===== src/rtl/binary_counter_if.sv =====
// -----------------------------------------------------------------------------
// binary_counter_if
//   Groups the control and status signals of binary_counter.
//
//   Handshake semantics: there is no valid/ready pair. The counter samples
//   en/up/clear/load/load_value on every rising clock edge, and value, tc
//   and wrapped are valid in every cycle.
//
//   Parameter:
//     NUM_BITS    counter width; must match the counter instance's NUM_BITS
//
//   Signals:
//     en          count enable
//     up          direction: 1 = up, 0 = down
//     clear       synchronous clear to 0 (highest priority)
//     load        synchronous parallel load
//     load_value  value written when load=1
//     value       current count
//     tc          terminal count (combinational)
//     wrapped     one-cycle pulse after a wrap (or clamp) edge
//
//   Modports:
//     master      drives the controls, observes the status (the user)
//     slave       the counter itself
// -----------------------------------------------------------------------------
interface binary_counter_if #(
  parameter int unsigned NUM_BITS = 4
) ();

  logic                en;
  logic                up;
  logic                clear;
  logic                load;
  logic [NUM_BITS-1:0] load_value;
  logic [NUM_BITS-1:0] value;
  logic                tc;
  logic                wrapped;

  modport master (
    output en,
    output up,
    output clear,
    output load,
    output load_value,
    input  value,
    input  tc,
    input  wrapped
  );

  modport slave (
    input  en,
    input  up,
    input  clear,
    input  load,
    input  load_value,
    output value,
    output tc,
    output wrapped
  );

endinterface


===== src/rtl/binary_counter.sv =====
// -----------------------------------------------------------------------------
// binary_counter
//   Parameterised synchronous binary up/down counter with synchronous clear,
//   parallel load, a combinational terminal-count flag and a one-cycle wrap
//   pulse. Intended as a generic event/cycle counter and for cascading.
//
//   Parameters:
//     NUM_BITS    counter width, 1..32
//     STEP        increment/decrement amount (NUM_BITS wide, > 0)
//
//   Ports:
//     clk         rising-edge clock
//     reset       asynchronous active-low reset (0 = reset asserted)
//     bus         binary_counter_if.slave (en, up, clear, load, load_value in;
//                 value, tc, wrapped out)
//
//   Edge priority: clear > load > en > hold.
//
//   Build option:
//     BINARY_COUNTER_SATURATE_EN  when defined the counter clamps at 0 / MAX
//                                 instead of wrapping; wrapped then pulses on
//                                 every edge whose step was clamped.
// -----------------------------------------------------------------------------
module binary_counter #(
  parameter int unsigned         NUM_BITS = 4,
  parameter logic [NUM_BITS-1:0] STEP     = NUM_BITS'(1)
) (
  input  logic               clk,
  input  logic               reset,
  binary_counter_if.slave    bus
);

  localparam logic [NUM_BITS-1:0] MAX = '1;

  logic [NUM_BITS-1:0] value_q;
  logic [NUM_BITS-1:0] next_value;
  logic                wrapped_q;
  logic                next_wrapped;

  // The up sum is one bit wider so its carry-out is the overflow indicator.
  logic [NUM_BITS:0]   up_sum;
  logic                up_over;
  logic [NUM_BITS-1:0] down_diff;
  logic                down_under;

  assign up_sum     = {1'b0, value_q} + {1'b0, STEP};
  assign up_over    = up_sum[NUM_BITS];
  assign down_diff  = value_q - STEP;
  assign down_under = (value_q < STEP);

  // Next-state selection. wrapped defaults to 0 so that clear, load and hold
  // edges all drop the pulse; only a counting edge that crosses a boundary
  // raises it.
  always_comb begin
    next_value   = value_q;
    next_wrapped = 1'b0;
    if (bus.clear) begin
      next_value = '0;
    end else if (bus.load) begin
      next_value = bus.load_value;
    end else if (bus.en) begin
      if (bus.up) begin
        next_wrapped = up_over;
`ifdef BINARY_COUNTER_SATURATE_EN
        next_value   = up_over ? MAX : up_sum[NUM_BITS-1:0];
`else
        next_value   = up_sum[NUM_BITS-1:0];
`endif
      end else begin
        next_wrapped = down_under;
`ifdef BINARY_COUNTER_SATURATE_EN
        next_value   = down_under ? '0 : down_diff;
`else
        next_value   = down_diff;
`endif
      end
    end
  end

  always_ff @(posedge clk or negedge reset) begin
    if (!reset) begin
      value_q   <= '0;
      wrapped_q <= 1'b0;
    end else begin
      value_q   <= next_value;
      wrapped_q <= next_wrapped;
    end
  end

  assign bus.value   = value_q;
  assign bus.wrapped = wrapped_q;

  // tc looks ahead: it is high in the cycle whose edge would wrap or clamp.
  // It deliberately ignores clear/load so cascaded stages see a pure
  // function of count state, enable and direction.
  assign bus.tc = bus.en & (bus.up ? (value_q > (MAX - STEP)) : down_under);

endmodule


===== src/flat_wrapper.sv =====
// flat-port wrapper written by rule: the top's interface ports become plain ports
module binary_counter_flat 
#(
  parameter int unsigned         NUM_BITS = 4,
  parameter logic [NUM_BITS-1:0] STEP     = NUM_BITS'(1)
)
  (clk, reset, bus_en, bus_up, bus_clear, bus_load, bus_load_value, bus_value, bus_tc, bus_wrapped);
  binary_counter_if #(.NUM_BITS(NUM_BITS)) bus_i ();
  input  logic clk;
  input  logic reset;
  input wire logic [$bits(bus_i.en)-1:0] bus_en;
  input wire logic [$bits(bus_i.up)-1:0] bus_up;
  input wire logic [$bits(bus_i.clear)-1:0] bus_clear;
  input wire logic [$bits(bus_i.load)-1:0] bus_load;
  input wire logic [$bits(bus_i.load_value)-1:0] bus_load_value;
  output wire logic [$bits(bus_i.value)-1:0] bus_value;
  output wire logic [$bits(bus_i.tc)-1:0] bus_tc;
  output wire logic [$bits(bus_i.wrapped)-1:0] bus_wrapped;
  assign bus_i.en = bus_en;
  assign bus_i.up = bus_up;
  assign bus_i.clear = bus_clear;
  assign bus_i.load = bus_load;
  assign bus_i.load_value = bus_load_value;
  assign bus_value = bus_i.value;
  assign bus_tc = bus_i.tc;
  assign bus_wrapped = bus_i.wrapped;
  binary_counter #(.NUM_BITS(NUM_BITS), .STEP(STEP)) u_core (.clk(clk), .reset(reset), .bus(bus_i));
endmodule

===== config.mk =====
export PLATFORM = sky130hd
export DESIGN_NAME = binary_counter_flat
export DESIGN_NICKNAME = d
export VERILOG_FILES = /design/src/rtl/binary_counter_if.sv /design/src/rtl/binary_counter.sv /design/src/flat_wrapper.sv
export SDC_FILE = /design/constraint.sdc
export NUM_CORES = 1
export LEC_CHECK = 0
export BUFFER_PORTS_ARGS = -buffer_cell sky130_fd_sc_hd__buf_2
export CORE_AREA = 2 2 39 41
export DETAILED_ROUTE_END_ITERATION = 8
export DIE_AREA = 0 0 41 43
export GPL_TIMING_DRIVEN = 0
export PLACE_DENSITY_LB_ADDON = 0.15
export SYNTH_ARGS = -nofsm -noshare
export SYNTH_HDL_FRONTEND = slang
export SYNTH_SLANG_ARGS = --single-unit

===== constraint.sdc =====
create_clock -name clk -period 2.3 [get_ports clk]
set_input_delay 0.23 -clock clk [delete_from_list [all_inputs] [get_ports clk]]
set_output_delay 0.23 -clock clk [all_outputs]
set_load 0.02 [all_outputs]

* Word level (Yosys, flattened, before mapping)
Cells that the tools add are included.
Storage, ports and cells: register bits 5, bits in latches 0, memory bits (writable) 0, bits in read-only memories 0, bits of input ports 10, word-level logic and storage cells 17, memories 0
Operators by class: $add $sub $neg 2, $mul 0, div/mod/pow operators 0, order comparisons 2, eq/ne operators 0, shift-type cells 0, mux-type cells 9, bitwise gates (word level) 1, reduce and logical (&&, ||, !) cells 1
Operators by type and width (number):
- 2-to-1 mux 4 bit | 4
- adder 4 x 1 -> 5 bit, second input constant | 1
- 2-to-1 mux 1 bit | 5
- greater-than comparator 4 bit, second input constant | 1
- < comparator 4 x 1 -> 1 bit, second input constant | 1
- subtractor 4 x 1 -> 4 bit, second input constant | 1
- nonzero test 3 bit | 1
- bitwise AND 1 bit | 1

* Longest topological paths before layout
depth in word-level cells 5, depth in mapped cells 6, depth with buffers taken out 6

* Least setup slack after synthesis
No wires, ideal clock.
kind flip-flop to flip-flop, from reg u_core.value_q[0] (netlist: u_core.bus.value[0]), to reg u_core.value_q[2] (netlist: u_core.bus.value[2]), data arrival time 1416 ps, required time 2206 ps, slack 790 ps, cell stages (with the launch flop) 7, path buffers 0, period minus slack after synthesis 1510 ps, cell sequence dfrtp_1 inv_1 ha_1 mux2_1 nand2_1 xor2_1 a211oi_1
Between the ends: cells in the longest elaborated chain, start to end 5
Ends and longest elaborated chain:
- start, declared | RTL line binary_counter.sv:35 | logic [NUM_BITS-1:0] value_q;
- start signal, assigned | RTL line binary_counter.sv:85 | value_q <= next_value;
- subtractor 4 x 1 -> 4 bit or adder 4 x 1 -> 5 bit (tied branches) | RTL line binary_counter.sv:48, binary_counter.sv:46
- 2-to-1 mux 4 bit * | RTL line binary_counter.sv:62 | if (bus.up) begin
- 2-to-1 mux 4 bit * | RTL line binary_counter.sv:61 | end else if (bus.en) begin
- 2-to-1 mux 4 bit * | RTL line binary_counter.sv:59 | end else if (bus.load) begin
- 2-to-1 mux 4 bit * | RTL line binary_counter.sv:57 | if (bus.clear) begin
Every way passes the cells marked *; elsewhere a longest branch is shown, timed or not. The select of a mux whose other input is x is not followed. A chain may end at the register's enable or synchronous reset.

* Final worst setup path
from reg u_core.value_q[1] (netlist: u_core.bus.value[1]), to out bus_tc
Between the ends: cells in the longest elaborated chain, start to end 3
Ends and longest elaborated chain:
- < comparator 4 x 1 -> 1 bit or greater-than comparator 4 bit (tied branches) | RTL line binary_counter.sv:49, binary_counter.sv:96
- 2-to-1 mux 1 bit * | RTL line binary_counter.sv:96 | assign bus.tc = bus.en & (bus.up ? (value_q > (MAX - STEP)) : down_under);
- bitwise AND 1 bit * | RTL line binary_counter.sv:96
- end, declared | RTL line flat_wrapper.sv:17 | output wire logic [$bits(bus_i.tc)-1:0] bus_tc;
Every way passes the cells marked *; elsewhere a longest branch is shown, timed or not.

==> flow_summary_export.csv <==
group,metric,value,unit
status,status,"finished, final reports clean",
clock_tree,htree_num_levels,1,
die,dieArea,1760,µm²
synthesis,yosys.area_share.simple,20.6,%
die,initial_core_util,26.3,%
sta,finalSetupViolCount,0,
critical_path,cp.arrival,1530,ps
finish,fin_nets,71,
global_routing,grt_pass1_vias,298,
sta,clock-skew-final,1.90,ps
clock_tree,clk_latency,240,ps
placement,place_area,454,µm²
finish,n_antenna_cell,0,
global_routing,grt_max_degree,8,
sta,final_hold_viol_count,0,
sta,rsz0062_at_grt,"no",
global_routing,grt_util_all_layers,10.3,%
drt,drt-total-wl,753,µm
drt,via_per_inst,4.51,
drt,drt_iter0_markers,3,
finish,area_delta_synth_final,34.7,%
critical_path,cp.required,2070,ps
critical_path,crit_chain,"inv_1 > ha_1 > nor4b_2 > o21a_1 > buf_2",
synthesis,netlist_area,364,µm²
synthesis,syn_avg_cell_area,9.58,µm²
die,die_w,41,µm
finish,drive_gt1_share,35.1,%
synthesis,synth_fa_ha_area_share,10.3,%
critical_path,r2r_cells,6,
drt,wire_per_inst,10.3,µm
global_routing,grt_pass1_wl,1.22,mm
synthesis,synth_cell_types,21,
sta,slew_headroom,81.8,%
clock_tree,postCtsHoldBufs,1,
global_routing,antenna_found_initial,0,
run,maxCapViolCount,0,
clock_tree,ctsResizeCount,0,
drt,first_pass_iters,3,
global_routing,gr-total-overflow,0,
synthesis,yosysSeqAreaShare,34.4,%
clock_tree,tritoncts,"done",
sta,tns,0,ps
drt,final_antenna_net_count,0,
sta,period_share,76.5,%
critical_path,critPathKind,"flip-flop to output port",
critical_path,slowest_stage,"dfrtp_1",
synthesis,synth_compound_area_share,14.1,%
clock_tree,clk_transition_reported_paths,40,ps
critical_path,regToRegStartpoint,"u_core.bus.value[0]",
drt,vias,329,
sta,fmax,568,MHz
placement,dp_hpwl,612,µm
power_and_ir_drop,ir_drop,191,µV
drt,drcViolationCount,0,
die,coreArea,1380,µm²
clock_tree,clock_sinks,5,
die,num_io_pins,16,
synthesis,synth.top_cell.area_share,34.4,%
critical_path,crit_end,"bus_tc",
synthesis,synth_area_leaders,"dfrtp_1 (34%), ha_1 (10%), xor2_1 (9.6%), nand2_1 (5.2%), nor4b_2 (4.1%)",
clock_tree,clockBufferDepth,2,
finish,post-route-util,35.4,%
die,rows,14,
placement,gp_congestion,0.606,
critical_path,startpoint,"u_core.bus.value[1]",
critical_path,crit_fanout,6,
sta,maxSlewViolCount,0,
sta,min_period,1760,ps
critical_path,start_kind,"flip-flop",
critical_path,rr_endpoint,"u_core.bus.value[2]",
clock_tree,cts_root_buf,"clkbuf_4",
sta,tightest_slew,269,ps
critical_path,r2r_setup_slack,810,ps
synthesis,synth_warnings,0,
clock_tree,cts_buffers,3,
power_and_ir_drop,p_leak,0.248,nW
critical_path,cpPeakStageDelay,430,ps
placement,port_buffers,14,
finish,filler_cell_count,142,
synthesis,syn_nets,51,
hold_path,hold_class,"input port to flip-flop",
synthesis,synthMuxAreaShare,5.84,%
synthesis,ys_ff_latch,5,
synthesis,synth_xor_area_share,9.62,%
power_and_ir_drop,power_density,552,nW/µm²
synthesis,synth_cells,38,
die,die_y,43,µm
clock_tree,cts_setup_buffers,0,
synthesis,synth_area_leader_cell,"dfrtp_1",
critical_path,critPathCaptureType,"output port",
synthesis,synth_top_family_by_area,"simple AND/OR/NAND/NOR gates",
finish,final_cell_area,490,µm²
[synthesized netlist by cell type (all sizes together)]
library cell  number
dfrtp              5
ha                 3
o21ai              1
nor3               1
mux2i              1
nor4               1
and4               1
nor2               2
xor2               4
a211oi             2
nand3              1
a21oi              2
nor4b              2
nand2              5
buf                1
a41oi              1
o21a               1
mux2               1
inv                3
[per-layer routing]
metal	track usage, %	up-vias	share of wire, %	wire (µm)
met2	12.8	12	43	325
met1	15.1	144	50	375
met5	0	-	0	0
li1	-	173	-	-
met4	6.00	0	0	0
met3	3.14	0	6.9	52
[cells by family (layout without fill, tap and decap cells)]
kind of cell,after synthesis,after routing
fa+ha+maj,3,3
simple gates,13,13
buf+inv,4,23
flops,5,5
mux,2,2
xor+xnor,4,4
compound gates,7,7
[worst min-delay path by stage]
| stage | start | endpoint | slack [ps] | depth (start not counted) |
|---|---|---|---|---|
| finish | bus_load | u_core.bus.wrapped | 200 | 2 |
| global route | bus_load | u_core.bus.wrapped | 190 | 2 |
| CTS | bus_load | u_core.bus.wrapped | 190 | 2 |
| detailed placement | reset | u_core.bus.value[0] | 50 | 1 |
| global placement | reset | u_core.bus.value[0] | 50 | 1 |
| floorplan | reset | u_core.bus.value[0] | -70 | 0 |
[through the flow]
step / instances / setup slack (ps) / hold WS [ps] / power (W)
floorplan: 38 / 790 / -65.6 / 0.000147
global placement: 68 / 783 / 53.9 / 0.000173
CTS: 73 / 540 / 185 / 0.000277
finish: 73 / 540 / 196 / 0.000271
global route: 73 / 427 / 195 / 0.000292
detailed placement: 68 / 812 / 54.9 / 0.000172
[flip-flops by register name, indices dropped and copies added (netlist names)]
register and cells:
u_core.bus.value 4, u_core.bus.wrapped 1
[cell usage in the layout (no fill, tap or decap), drive strengths merged, types with 2 or more instances in the layout]
cell type  Yosys  routed
ha             3       3
nor2           2       2
a21oi          2       2
dfrtp          5       5
inv            3       3
xor2           4       4
clkbuf         0       4
a211oi         2       2
buf            1      15
nand2          5       5
nor4b          2       2
[power breakdown]
| part | switching, W | internal [W] | leakage [nW] |
|---|---|---|---|
| combinational | 0.0000371 | 0.0000305 | 0.167 |
| sequential | 0.00000993 | 0.0000942 | 0.0659 |
| clock | 0.0000337 | 0.0000654 | 0.0150 |
[critical path: cells and delay by family, from the launching register on]
family	cells	cell delay (ps)
simple gates	1	260
buf+inv	2	270
fa+ha+maj	1	170
flops	1	430
compound gates	1	170
[final cells by class]
class	instances	area, µm²	share of cell area, %
repair buffers	15	80.1	16.3
multi-input cells	29	220	44.9
clock buffers	4	26.3	5.36
inverters	3	11.3	2.30
plain buffers	1	7.51	1.53
flip-flops and latches	5	125	25.5
well taps	16	20.0	4.08
Note: power is estimated with default switching activity, not from simulation.
